==> config.mk <==
export PLATFORM = sky130hd
export DESIGN_NAME = counter_display_array_flat
export DESIGN_NICKNAME = d
export VERILOG_FILES = /design/src/rtl/counter_display_array_if.sv /design/src/rtl/counter_display_array.sv /design/src/flat_wrapper.sv
export SDC_FILE = /design/constraint.sdc
export NUM_CORES = 1
export LEC_CHECK = 0
export ABC_AREA = 1
export CORE_AREA = 2 2 99 101
export CTS_BUF_LIST = sky130_fd_sc_hd__clkbuf_4 sky130_fd_sc_hd__clkbuf_8
export DETAILED_ROUTE_END_ITERATION = 16
export DIE_AREA = 0 0 101 103
export PLACE_DENSITY = 0.73
export REMOVE_ABC_BUFFERS = 1
export SKIP_CTS_REPAIR_TIMING = 1
export SYNTH_ARGS = -nofsm -noshare
export SYNTH_HDL_FRONTEND = slang
export SYNTH_SLANG_ARGS = --single-unit
==> constraint.sdc <==
create_clock -name clk -period 5.4 [get_ports clk]
set_input_delay 0.54 -clock clk [delete_from_list [all_inputs] [get_ports clk]]
set_output_delay 0.54 -clock clk [all_outputs]
set_load 0.01 [all_outputs]
==> src/rtl/counter_display_array_if.sv <==
// rtl/counter_display_array_if.sv - control/status bundle for the counter display array
interface counter_display_array_if #(
    parameter int DIGITS = 3
) ();
    logic [DIGITS-1:0]   inc;
    logic                up_down;
    logic                carry_en;
    logic                sat_mode;
    logic                limit_set;
    logic                limit_clr;
    logic [4*DIGITS-1:0] count;
    logic                carry_out;
    logic [DIGITS-1:0]   seg_data;
    logic                shift_clk;
    logic                latch;
    logic                busy;

    modport master (
        output inc, up_down, carry_en, sat_mode, limit_set, limit_clr,
        input  count, carry_out, seg_data, shift_clk, latch, busy
    );

    modport slave (
        input  inc, up_down, carry_en, sat_mode, limit_set, limit_clr,
        output count, carry_out, seg_data, shift_clk, latch, busy
    );
endinterface

==> src/rtl/counter_display_array.sv <==
// rtl/counter_display_array.sv - chained digit counters with serial 7-segment refresh
module counter_display_array #(
    parameter int DIGITS  = 3,
    parameter int RADIX   = 10,
    parameter int SEG_DIV = 4
) (
    input  logic                     clk,
    input  logic                     reset,
    counter_display_array_if.slave   bus
);
    localparam logic [3:0] LIM_DEF = 4'(RADIX - 1);
    localparam int         DIV_W   = $clog2(SEG_DIV + 1);

    typedef enum logic [1:0] {IDLE, LOAD, SHIFT, LATCH} state_t;

    logic [DIGITS-1:0][3:0] cnt_q, cnt_d, lim_q;
    logic [DIGITS-1:0][7:0] sh_q;
    logic [DIGITS-1:0]      seg;
    logic [4:0]             step_r;
    logic                   cin, cy_top, changed, carry_q;
    state_t                 state_q, state_d;
    logic                   start, pending_q, half_q, div_end;
    logic [DIV_W-1:0]       div_q;
    logic [2:0]             bit_q;

    // Returns {carry, next value} for one step of a single digit.
    function automatic logic [4:0] step_digit(input logic [3:0] v, input logic [3:0] lim,
                                              input logic dn, input logic sat);
        logic [4:0] r;
        r = {1'b0, v};
        if (!dn) begin
            if (v < lim)  r = {1'b0, v + 4'd1};
            else if (sat) r = {1'b0, lim};
            else          r = 5'b1_0000;
        end else begin
            if (v != 4'd0) r = {1'b0, v - 4'd1};
            else if (!sat) r = {1'b1, lim};
        end
        return r;
    endfunction

    function automatic logic [7:0] seg_font(input logic [3:0] d);
        case (d)
            4'h0: return 8'h3F;  4'h1: return 8'h06;  4'h2: return 8'h5B;  4'h3: return 8'h4F;
            4'h4: return 8'h66;  4'h5: return 8'h6D;  4'h6: return 8'h7D;  4'h7: return 8'h07;
            4'h8: return 8'h7F;  4'h9: return 8'h6F;  4'hA: return 8'h77;  4'hB: return 8'h7C;
            4'hC: return 8'h39;  4'hD: return 8'h5E;  4'hE: return 8'h79;  default: return 8'h71;
        endcase
    endfunction

    // Single pass from digit 0; the ring carry may step digit 0 but never re-propagates.
    always_comb begin
        cnt_d  = cnt_q;
        cin    = 1'b0;
        step_r = '0;
        for (int j = 0; j < DIGITS; j++) begin
            if (bus.inc[j] || (bus.carry_en && cin)) begin
                step_r   = step_digit(cnt_q[j], lim_q[j], bus.up_down, bus.sat_mode);
                cnt_d[j] = step_r[3:0];
                cin      = step_r[4];
            end else begin
                cin      = 1'b0;
            end
        end
        cy_top = cin;
        if (bus.carry_en && cy_top && !bus.inc[0]) begin
            step_r   = step_digit(cnt_q[0], lim_q[0], bus.up_down, bus.sat_mode);
            cnt_d[0] = step_r[3:0];
        end
    end

    assign changed = (cnt_d != cnt_q);

    always_ff @(posedge clk) begin
        if (reset) begin
            cnt_q   <= '0;
            lim_q   <= {DIGITS{LIM_DEF}};
            carry_q <= 1'b0;
        end else begin
            cnt_q   <= cnt_d;
            carry_q <= cy_top;
            if (bus.limit_clr)      lim_q <= {DIGITS{LIM_DEF}};
            else if (bus.limit_set) lim_q <= cnt_q;
        end
    end

    assign div_end = (div_q == DIV_W'(SEG_DIV - 1));

    always_ff @(posedge clk) begin
        if (reset) state_q <= IDLE;
        else       state_q <= state_d;
    end

    always_comb begin
        state_d = state_q;
        start   = 1'b0;
        case (state_q)
            IDLE:  if (pending_q) begin
                       state_d = LOAD;
                       start   = 1'b1;
                   end
            LOAD:  state_d = SHIFT;
            SHIFT: if (div_end && half_q && bit_q == 3'd7) state_d = LATCH;
            LATCH: if (div_end) begin
                       if (pending_q) begin
                           state_d = LOAD;
                           start   = 1'b1;
                       end else begin
                           state_d = IDLE;
                       end
                   end
            default: state_d = IDLE;
        endcase
    end

    // Clearing on start is safe: LOAD samples count one cycle later, after this edge's update.
    always_ff @(posedge clk) begin
        if (reset) begin
            pending_q <= 1'b1;
            div_q     <= '0;
            half_q    <= 1'b0;
            bit_q     <= '0;
            sh_q      <= '0;
        end else begin
            pending_q <= (pending_q | changed) & ~start;
            case (state_q)
                LOAD: begin
                    for (int j = 0; j < DIGITS; j++) sh_q[j] <= seg_font(cnt_q[j]);
                    div_q  <= '0;
                    half_q <= 1'b0;
                    bit_q  <= '0;
                end
                SHIFT: begin
                    div_q <= div_end ? '0 : div_q + 1'b1;
                    if (div_end) begin
                        half_q <= ~half_q;
                        if (half_q) begin
                            bit_q <= bit_q + 3'd1;
                            for (int j = 0; j < DIGITS; j++) sh_q[j] <= {sh_q[j][6:0], 1'b0};
                        end
                    end
                end
                LATCH:   div_q <= div_end ? '0 : div_q + 1'b1;
                default: div_q <= '0;
            endcase
        end
    end

    always_comb begin
        seg = '0;
        if (state_q == SHIFT)
            for (int j = 0; j < DIGITS; j++) seg[j] = sh_q[j][7];
    end

    assign bus.count     = cnt_q;
    assign bus.carry_out = carry_q;
    assign bus.seg_data  = seg;
    assign bus.shift_clk = (state_q == SHIFT) && half_q;
    assign bus.latch     = (state_q == LATCH);
    assign bus.busy      = (state_q != IDLE);
endmodule

==> src/flat_wrapper.sv <==
// flat-port wrapper written by rule: the top's interface ports become plain ports
module counter_display_array_flat 
#(
    parameter int DIGITS  = 3,
    parameter int RADIX   = 10,
    parameter int SEG_DIV = 4
)
  (clk, reset, bus_inc, bus_up_down, bus_carry_en, bus_sat_mode, bus_limit_set, bus_limit_clr, bus_count, bus_carry_out, bus_seg_data, bus_shift_clk, bus_latch, bus_busy);
  counter_display_array_if #(.DIGITS(DIGITS)) bus_i ();
  input  logic clk;
  input  logic reset;
  input wire logic [$bits(bus_i.inc)-1:0] bus_inc;
  input wire logic [$bits(bus_i.up_down)-1:0] bus_up_down;
  input wire logic [$bits(bus_i.carry_en)-1:0] bus_carry_en;
  input wire logic [$bits(bus_i.sat_mode)-1:0] bus_sat_mode;
  input wire logic [$bits(bus_i.limit_set)-1:0] bus_limit_set;
  input wire logic [$bits(bus_i.limit_clr)-1:0] bus_limit_clr;
  output wire logic [$bits(bus_i.count)-1:0] bus_count;
  output wire logic [$bits(bus_i.carry_out)-1:0] bus_carry_out;
  output wire logic [$bits(bus_i.seg_data)-1:0] bus_seg_data;
  output wire logic [$bits(bus_i.shift_clk)-1:0] bus_shift_clk;
  output wire logic [$bits(bus_i.latch)-1:0] bus_latch;
  output wire logic [$bits(bus_i.busy)-1:0] bus_busy;
  assign bus_i.inc = bus_inc;
  assign bus_i.up_down = bus_up_down;
  assign bus_i.carry_en = bus_carry_en;
  assign bus_i.sat_mode = bus_sat_mode;
  assign bus_i.limit_set = bus_limit_set;
  assign bus_i.limit_clr = bus_limit_clr;
  assign bus_count = bus_i.count;
  assign bus_carry_out = bus_i.carry_out;
  assign bus_seg_data = bus_i.seg_data;
  assign bus_shift_clk = bus_i.shift_clk;
  assign bus_latch = bus_i.latch;
  assign bus_busy = bus_i.busy;
  counter_display_array #(.DIGITS(DIGITS), .RADIX(RADIX), .SEG_DIV(SEG_DIV)) u_core (.clk(clk), .reset(reset), .bus(bus_i));
endmodule
After elaboration in Yosys (flattened, before gate mapping):

Memory sizes are Yosys's and may differ from the RTL's. A register that Yosys moved wholly into a read port is not among the register bits.
Cells that the tools add are included.

* register bits: 59
* latch bits: 0
* memory bits (writable): 0
* bits in read-only memories: 336
* input port bits: 10
* output and inout bits: 19
* logic and storage cells: 109
* memories kept: 3

Memory list
* (name not given): words 16, width 7, read ports 1, clocked after memory_dff 1, write ports 0, line counter_display_array.sv:43 `case (d)`
* (name not given): words 16, width 7, read ports 1, clocked after memory_dff 1, write ports 0, line counter_display_array.sv:43
* (name not given): words 16, width 7, read ports 1, clocked after memory_dff 1, write ports 0, line counter_display_array.sv:43

* add/sub/neg operators: 8
* multipliers: 0
* divide/modulo/power cells: 0
* $lt $le $gt $ge: 3
* eq/ne operators: 11
* shift operators: 0
* muxes and demuxes: 42
* bitwise gates (word level): 5
* reductions and logical operators: 22

Operators by type and width (count)
* $mux 5: 15
* $mux 24: 2
* $pmux 24 s2: 1
* $mux 4: 7
* $add 4x1->4 const B: 3
* $lt 4x4->1: 3
* $ne 12x12->1: 1
* $reduce_bool 4->1: 3
* $sub 4x1->4 const B: 3
* $ne 2x1->1 const B: 5
* $mux 3: 3
* $pmux 2 s4: 1
* $logic_and 1x1->1: 7
* $mux 1: 7
* $add 3x1->3 const B: 2
* $mux 2: 3
* $pmux 3 s2: 1
* $reduce_and 3->1: 2
* $eq 2x2->1 const B: 2
* $pmux 1 s2: 2
* $reduce_bool 2->1: 2
* $reduce_or 2->1: 2
* $eq 3x2->1 const B: 1
* $eq 3x3->1 const B: 1
* 9 further kinds: 12

Depth between registers and ports, before layout:

Gate-level depths: netlist of the first run.

* depth in word-level cells: 16
* mapped depth: 22
* depth with buffers taken out: 21

Worst setup path after synthesis of the first run:

Ideal clock, no wire load.

* path type: reg-to-reg
* start point: register u_core.cnt_q, in the netlist u_core.bus.count[7]
* end point: register (tool-made name)
* setup time: 0.117 ns
* arrival: 2.599 ns
* data required time: 5.283 ns
* path slack: 2.684 ns
* cell stages (with the launch flop): 15
* buffers on the path: 1
* clock period less this slack: 2.716 ns
* cells stage by stage: dfxtp_1 ha_1 a21oi_1 nand3_1 nand3_4 nand2_4 nand3_2 nand2_4 buf_6 o21a_1 nor2_2 inv_1 ha_1 nor2_1 o21ai_1

RTL lines
* from (decl): line counter_display_array.sv:16 `logic [DIGITS-1:0][3:0] cnt_q, cnt_d, lim_q;`
* from (signal assigned): line counter_display_array.sv:80 `cnt_q <= cnt_d;`

==> results of run 1 <==
synthesized netlist by cell type, types with 3 or more instances:
library cell / n
sky130_fd_sc_hd__a21oi_1: 24
sky130_fd_sc_hd__a22oi_1: 6
sky130_fd_sc_hd__a31oi_1: 18
sky130_fd_sc_hd__buf_2: 7
sky130_fd_sc_hd__clkbuf_1: 17
sky130_fd_sc_hd__dfxtp_1: 80
sky130_fd_sc_hd__ha_1: 46
sky130_fd_sc_hd__inv_1: 82
sky130_fd_sc_hd__inv_2: 8
sky130_fd_sc_hd__nand2_1: 183
sky130_fd_sc_hd__nand2_2: 7
sky130_fd_sc_hd__nand2_4: 4
sky130_fd_sc_hd__nand3_1: 57
sky130_fd_sc_hd__nand3_2: 3
sky130_fd_sc_hd__nand3b_1: 6
sky130_fd_sc_hd__nand4_1: 6
sky130_fd_sc_hd__nor2_1: 46
sky130_fd_sc_hd__o211ai_1: 13
sky130_fd_sc_hd__o21ai_0: 64
sky130_fd_sc_hd__o21ai_1: 11
sky130_fd_sc_hd__o22ai_1: 3
sky130_fd_sc_hd__xor2_1: 5
power by group:
group	total [mW]	internal (mW)	switching, mW
Clock	0.490	0.261	0.229
Combinational	0.707	0.251	0.455
Sequential	0.808	0.725	0.0825
layer usage:
layer	vias up	GRT usage (%)	wire (um)
met4	0	6.44	58
met1	2017	28.8	5210
met5	-	0	0
met3	6	2.10	353
met2	86	37.2	5150
li1	2394	-	-
critical path: stages:
cell                              delay (ns)
sky130_fd_sc_hd__clkdlybuf4s50_1        0.81
sky130_fd_sc_hd__inv_1                  0.41
sky130_fd_sc_hd__nand3_2                0.17
sky130_fd_sc_hd__nand2_2                0.07
sky130_fd_sc_hd__nand2_4                0.15
sky130_fd_sc_hd__nand3_4                0.10
sky130_fd_sc_hd__nand2_4                0.16
sky130_fd_sc_hd__nand3_2                0.11
sky130_fd_sc_hd__nand2_4                0.17
sky130_fd_sc_hd__nand2_1                0.10
sky130_fd_sc_hd__o21a_1                 0.14
sky130_fd_sc_hd__nor2_2                 0.19
sky130_fd_sc_hd__inv_1                  0.14
sky130_fd_sc_hd__ha_1                   0.35
sky130_fd_sc_hd__nor2_1                 0.11
sky130_fd_sc_hd__o21ai_1                0.07
area by class of cell:
cell class,instances,share of cell area [%]
Clock buffer,9,2.25
Tap cell,114,2.59
Clock inverter,6,1.68
Sequential cell,80,29.1
Timing Repair Buffer,29,5.22
Multi-Input combinational cell,522,52.9
Inverter,92,6.32
stage by stage:
step,std cells,util [%],hold slack (ns),area (um^2)
detailed placement,837,55.9,0.413,5290
global placement,837,55.9,0.409,5290
global route,852,58.2,0.455,5510
CTS,852,58.2,0.425,5510
floorplan,694,-,0.399,4860
finish,852,58.2,0.418,5510
how the worst max path moves through the flow:
stage,startpoint,end,slack [ns],cells past startpoint
6_report,bus_up_down,flip-flop,1.84,16
5_1_grt,bus_up_down,flip-flop,1.58,16
4_1_cts,bus_up_down,flip-flop,1.91,16
3_5_place_dp,bus_up_down,flip-flop,1.54,16
3_3_place_gp,bus_up_down,flip-flop,1.67,16
2_1_floorplan,u_core.bus.count[3]$_SDFF_PP0_,flip-flop,2.66,15
kinds of logic (layout without fill, tap and decap cells):
| group | count (synthesis) | count (layout) | synth area share [%] |
|---|---|---|---|
| buf+inv | 120 | 136 | 9.55 |
| xor+xnor | 7 | 7 | 1.23 |
| fa+ha+maj | 46 | 46 | 11.5 |
| simple gates | 318 | 318 | 28.0 |
| flops | 80 | 80 | 32.1 |
| compound gates | 151 | 151 | 17.6 |
==> load_flow_metrics.sql, run 1 <==
INSERT INTO impl_metrics (metric_group, metric, value, unit) VALUES
('status', 'run_status', 'complete, no violations', ''),
('timing', 'totalNegativeSetupSlack', '0', 'ns'),
('logic_synthesis', 'yosys_warnings', '0', ''),
('logic_synthesis', 'synthDominantCellAreaShare', '32.1', '%'),
('placed_design', 'port-buffer-count', '28', ''),
('layout', 'multiInputGateArea', '2910', 'um^2'),
('setup_path', 'worstRegToRegCells', '15', ''),
('clock_tree', 'ctsHtreeMaxLevel', '3', ''),
('clock_tree', 'cts_root_buffer', 'sky130_fd_sc_hd__clkbuf_8', ''),
('clock_tree', 'worstSkewPairLatency', '0.34', 'ns'),
('timing', 'final.min_clock_period', '3.56', 'ns'),
('logic_synthesis', 'synth_top_area_cell', 'sky130_fd_sc_hd__dfxtp_1', ''),
('floorplan', 'core_region', '9460', 'um^2'),
('timing', 'setup_violations', '0', ''),
('route', 'vias', '4503', ''),
('logic_synthesis', 'postSynth.topFlopCell', 'sky130_fd_sc_hd__dfxtp_1', ''),
('grt', 'grt_util_all_layers', '21.6', '%'),
('clock_tree', 'clkSlewWorstSetupHoldPaths', '0.08', 'ns'),
('logic_synthesis', 'synth-edff-count', '0', ''),
('logic_synthesis', 'syn-instance-count', '722', ''),
('placed_design', 'pre_cts_slack', '1.54', 'ns'),
('layout', 'layout.cells.most_common', 'sky130_fd_sc_hd__nand2_1', ''),
('grt', 'wire_length_of_the_first_global_routing_pass', '18400', 'um'),
('setup_path', 'critPathLaunchType', 'input port', ''),
('timing', 'achievable-frequency', '281', 'MHz'),
('setup_path', 'crit_path_max_fanout', '18', ''),
('grt', 'antenna_found_initial', '0', ''),
('timing', 'min_period_over_period', '65.9', '%'),
('grt', 'first_global_vias', '4077', ''),
('floorplan', 'dieArea', '10400', 'um^2'),
('power_and_ir_drop', 'static-leakage-power', '2.65', 'nW'),
('layout', 'antennaDiodeCount', '0', ''),
('clock_tree', 'cts_tree', 'done', ''),
('layout', 'num-fill-cells', '922', ''),
('route', 'drc_markers', '0', ''),
('floorplan', 'floorplan.initialDensity', '52.8', '%'),
('power_and_ir_drop', 'pd_cells', '364', 'nW/um^2'),
('logic_synthesis', 'ys_ff_latch', '80', ''),
('timing', 'report.final.slew_viol_count', '0', ''),
('setup_path', 'critical_path_class', 'in -> reg', ''),
('route', 'drt_iter0_markers', '186', ''),
('placed_design', 'place.gp.congestion', '0.893', ''),
('logic_synthesis', 'synth_async_sr_flop_share', '0', '%'),
('worst_hold_path', 'worstHoldPathType', 'reg -> reg', ''),
('setup_path', 'crit_arrival', '3.80', 'ns'),
('setup_path', 'cp-end-kind', 'flip-flop', ''),
('timing', 'final.setup.worst_slack', '1.84', 'ns'),
('timing', 'rsz0062_at_grt', 'no', ''),
('timing', 'worstMarginPinSlew', '0.945', 'ns'),
('run', 'cap_violations', '0', ''),
('timing', 'final-hold-violation-count', '0', ''),
('power_and_ir_drop', 'p_total', '2.00', 'mW'),
('power_and_ir_drop', 'vdd_ir_drop_max', '0.192', 'mV'),
('layout', 'num-nets-final', '790', ''),
('route', 'antenna_violating_nets_post_route', '0', ''),
('route', 'viasPerCell', '5.29', ''),
('grt', 'globalRoute.totalOverflow', '0', ''),
('worst_hold_path', 'hold_path_depth', '1', ''),
('logic_synthesis', 'yosysSeqAreaShare', '32.1', '%'),
('logic_synthesis', 'largest_cells_by_area_after_synthesis', 'sky130_fd_sc_hd__dfxtp_1 (32%), sky130_fd_sc_hd__nand2_1 (14%), sky130_fd_sc_hd__ha_1 (12%), sky130_fd_sc_hd__o21ai_0 (6.4%), sky130_fd_sc_hd__inv_1 (6.2%)', ''),
('setup_path', 'required', '5.64', 'ns'),
('floorplan', 'fp.dieW', '101', 'um'),
('floorplan', 'row_count', '36', ''),
('worst_hold_path', 'hold_path_startpoint', 'u_core.div_q[0]$_SDFF_PP0_', ''),
('worst_hold_path', 'terminating_pin_of_the_worst_hold_path', 'u_core.div_q[0]$_SDFF_PP0_', ''),
('clock_tree', 'clock_sink_count', '80', ''),
('logic_synthesis', 'avgSynthCellArea', '6.91', 'um^2'),
('grt', 'grt_max_degree', '38', ''),
('route', 'drt_first_pass_iters', '6', ''),
('layout', 'area.growth.synth_to_final', '10.4', '%'),
('floorplan', 'chipHeight', '103', 'um');
Power figures use the tool's default switching activity.
==> run 2, diff against run 1 <==
Clock period 5.4 ns to 3.65 ns, I/O delays scaled along.
==> run 2 against run 1 <==
Net effect:
- sequential share of layout area down 0.34 points
- routed wire length rose by 1.2%
- power up 48%
- via count up 2.1%
- combinational power grew 54%
- utilization is 0.69 points higher
- largest cell class unchanged
==> load_flow_metrics.sql, run 2 (synthesis results as in run 1) <==
INSERT INTO impl_metrics (metric_group, metric, value, unit) VALUES
('route', 'routed_wire_length_on_met2', '5330', 'um'),
('route', 'viasPerCell', '5.34', ''),
('grt', 'grt_max_degree', '38', ''),
('timing', 'rsz0062_at_grt', 'no', ''),
('power_and_ir_drop', 'cellInternalPower', '1.86', 'mW'),
('timing', 'setup_violations', '0', ''),
('floorplan', 'fp.dieW', '101', 'um'),
('setup_path', 'setup.reg_to_reg.worst_slack', '0.56', 'ns'),
('floorplan', 'io_pins', '29', ''),
('placed_design', 'detailed_place_hpwl', '8200', 'um'),
('floorplan', 'dieArea', '10400', 'um^2'),
('timing', 'final.setup.worst_slack', '0.556', 'ns'),
('timing', 'skew', '0.00804', 'ns'),
('route', 'drt_first_pass_iters', '5', ''),
('floorplan', 'chipHeight', '103', 'um'),
('route', 'antenna_violating_nets_post_route', '0', ''),
('route', 'drc_markers', '0', ''),
('power_and_ir_drop', 'power.switching_fraction', '37.6', '%'),
('timing', 'totalNegativeSetupSlack', '0', 'ns'),
('route', 'vias', '4599', ''),
('setup_path', 'rr_startpoint', 'u_core.bus.count[1]$_SDFF_PP0_', ''),
('power_and_ir_drop', 'power_frac_seq', '40.0', '%'),
('setup_path', 'required', '3.88', 'ns'),
('grt', 'wire_length_of_the_first_global_routing_pass', '18200', 'um'),
('layout', 'share_of_post_route_cells_with_drive_strength_above_1', '7.50', '%'),
('timing', 'report.final.slew_viol_count', '0', ''),
('grt', 'first_global_vias', '4112', ''),
('run', 'cap_violations', '0', ''),
('setup_path', 'critical_path_class', 'reg -> reg', ''),
('clock_tree', 'cts-buffers-inserted', '9', ''),
('layout', 'area.growth.synth_to_final', '11.7', '%'),
('clock_tree', 'ctsHtreeMaxLevel', '3', ''),
('route', 'routedWlPerCell', '12.7', 'um'),
('power_and_ir_drop', 'static-leakage-power', '2.71', 'nW'),
('clock_tree', 'ctsLongestPathBuffers', '2', ''),
('clock_tree', 'clock_sink_count', '80', ''),
('placed_design', 'port-buffer-count', '28', ''),
('clock_tree', 'worstSkewPairLatency', '0.34', 'ns'),
('layout', 'antennaDiodeCount', '0', ''),
('route', 'drt_wl_total', '10900', 'um'),
('route', 'met3RoutedLength', '387', 'um'),
('power_and_ir_drop', 'pd_cells', '534', 'nW/um^2'),
('floorplan', 'core_region', '9460', 'um^2'),
('route', 'drt_iter0_markers', '190', ''),
('placed_design', 'place.gp.congestion', '0.932', ''),
('power_and_ir_drop', 'net-switching-power', '1.12', 'mW'),
('setup_path', 'crit_path_max_fanout', '17', ''),
('layout', 'most_frequent_cells_in_the_layout', 'sky130_fd_sc_hd__nand2_1 (183), sky130_fd_sc_hd__inv_1 (82), sky130_fd_sc_hd__dfxtp_1 (80), sky130_fd_sc_hd__o21ai_0 (64), sky130_fd_sc_hd__nand3_1 (57)', ''),
('power_and_ir_drop', 'power.share.combinational', '36.5', '%'),
('placed_design', 'pre_cts_slack', '0.409', 'ns'),
('timing', 'min_period_over_period', '84.8', '%'),
('route', 'met1_length', '5050', 'um'),
('status', 'run_status', 'complete, no violations', ''),
('floorplan', 'row_count', '36', ''),
('timing', 'slew_headroom', '51.9', '%'),
('timing', 'final.min_clock_period', '3.09', 'ns'),
('worst_hold_path', 'hold_path_startpoint', 'u_core.div_q[0]$_SDFF_PP0_', ''),
('grt', 'grt_util_all_layers', '21.4', '%'),
('clock_tree', 'cts_tree', 'done', ''),
('layout', 'num-fill-cells', '885', ''),
('layout', 'layout.cells.most_common', 'sky130_fd_sc_hd__nand2_1', ''),
('clock_tree', 'clkSlewWorstSetupHoldPaths', '0.08', 'ns'),
('setup_path', 'critPathLaunchType', 'flip-flop', ''),
('layout', 'num-nets-final', '799', ''),
('power_and_ir_drop', 'pwr-share-clk', '23.5', '%'),
('power_and_ir_drop', 'vdd_ir_drop_max', '0.207', 'mV'),
('timing', 'worstMarginPinSlew', '0.718', 'ns'),
('grt', 'antenna_found_initial', '0', ''),
('setup_path', 'cp-end-kind', 'flip-flop', ''),
('timing', 'final-hold-violation-count', '0', ''),
('timing', 'achievable-frequency', '323', 'MHz'),
('setup_path', 'crit_arrival', '3.33', 'ns'),
('floorplan', 'floorplan.initialDensity', '52.8', '%'),
('grt', 'globalRoute.totalOverflow', '0', ''),
('clock_tree', 'cts_root_buffer', 'sky130_fd_sc_hd__clkbuf_8', ''),
('setup_path', 'critical_path.startpoint', 'u_core.bus.count[1]$_SDFF_PP0_', ''),
('worst_hold_path', 'worstHoldPathType', 'reg -> reg', ''),
('route', 'route.top_layer_used', 'met4', '');
## run 2: changes by cell type in the layout (fill, tap and decap cells not counted), sizes merged
cell      previous run  this run
buf                  1        10
clkbuf               9        10
clkinv               1         4
clkinvlp             2         0
inv                 93        91
## run 2: final timing paths
path / endpoint / cells after the start
min: u_core.div_q[0]$_SDFF_PP0_ / 1
max reg2reg: flip-flop / 17
min reg2reg: u_core.div_q[0]$_SDFF_PP0_ / 1
max: flip-flop / 17
## run 2: power by group through the flow
stage	registers (mW)	clock network (mW)	logic [mW]
after floorplan	1.19	0	0.777
after global placement	1.20	0	1.05
after detailed placement	1.21	0	1.08
after CTS	1.19	0.721	1.08
after global routing	1.21	0.759	1.25
final	1.19	0.699	1.09
## run 2: layout make-up
cell class	count	area [um^2]	area share (%)
clock buffer	10	131	2.36
clock inverter	5	82.6	1.48
inverter	92	348	6.24
multi-input combinational	522	2910	52.2
sequential	80	1600	28.7
tap	114	143	2.56
timing repair buffer	38	355	6.38
## run 2: worst max-delay path, cell delays in order, from the launching register on
cell and delay (ns):
sky130_fd_sc_hd__dfxtp_1 0.39, sky130_fd_sc_hd__inv_1 0.23, sky130_fd_sc_hd__ha_1 0.24, sky130_fd_sc_hd__nand3_2 0.15, sky130_fd_sc_hd__a21oi_2 0.16, sky130_fd_sc_hd__nand2_2 0.08
sky130_fd_sc_hd__nand2_4 0.15, sky130_fd_sc_hd__nand3_4 0.10, sky130_fd_sc_hd__nand2_4 0.16, sky130_fd_sc_hd__nand3_2 0.10, sky130_fd_sc_hd__nand2_4 0.17, sky130_fd_sc_hd__nand2_1 0.10
sky130_fd_sc_hd__o21a_1 0.13, sky130_fd_sc_hd__nor2_2 0.18, sky130_fd_sc_hd__inv_1 0.14, sky130_fd_sc_hd__ha_1 0.33, sky130_fd_sc_hd__nor2_1 0.10, sky130_fd_sc_hd__o21ai_1 0.07
## run 2: routing by layer
metal / global-route usage [%] / up-vias
met3: 3.19 / 17
met4: 6.65 / 0
li1: - / 2411
met5: 0 / -
met2: 37.6 / 112
met1: 27.2 / 2059
## run 2: metrics by stage
step	instances	util, %	hold WS, ns	area, um^2	power, mW
final	861	58.9	0.423	5570	2.97
after global routing	861	58.9	0.454	5570	3.22
after CTS	861	58.9	0.429	5570	2.99
after detailed placement	846	56.7	0.418	5360	2.28
after global placement	846	56.7	0.408	5360	2.25
after floorplan	694	-	0.399	4860	1.96
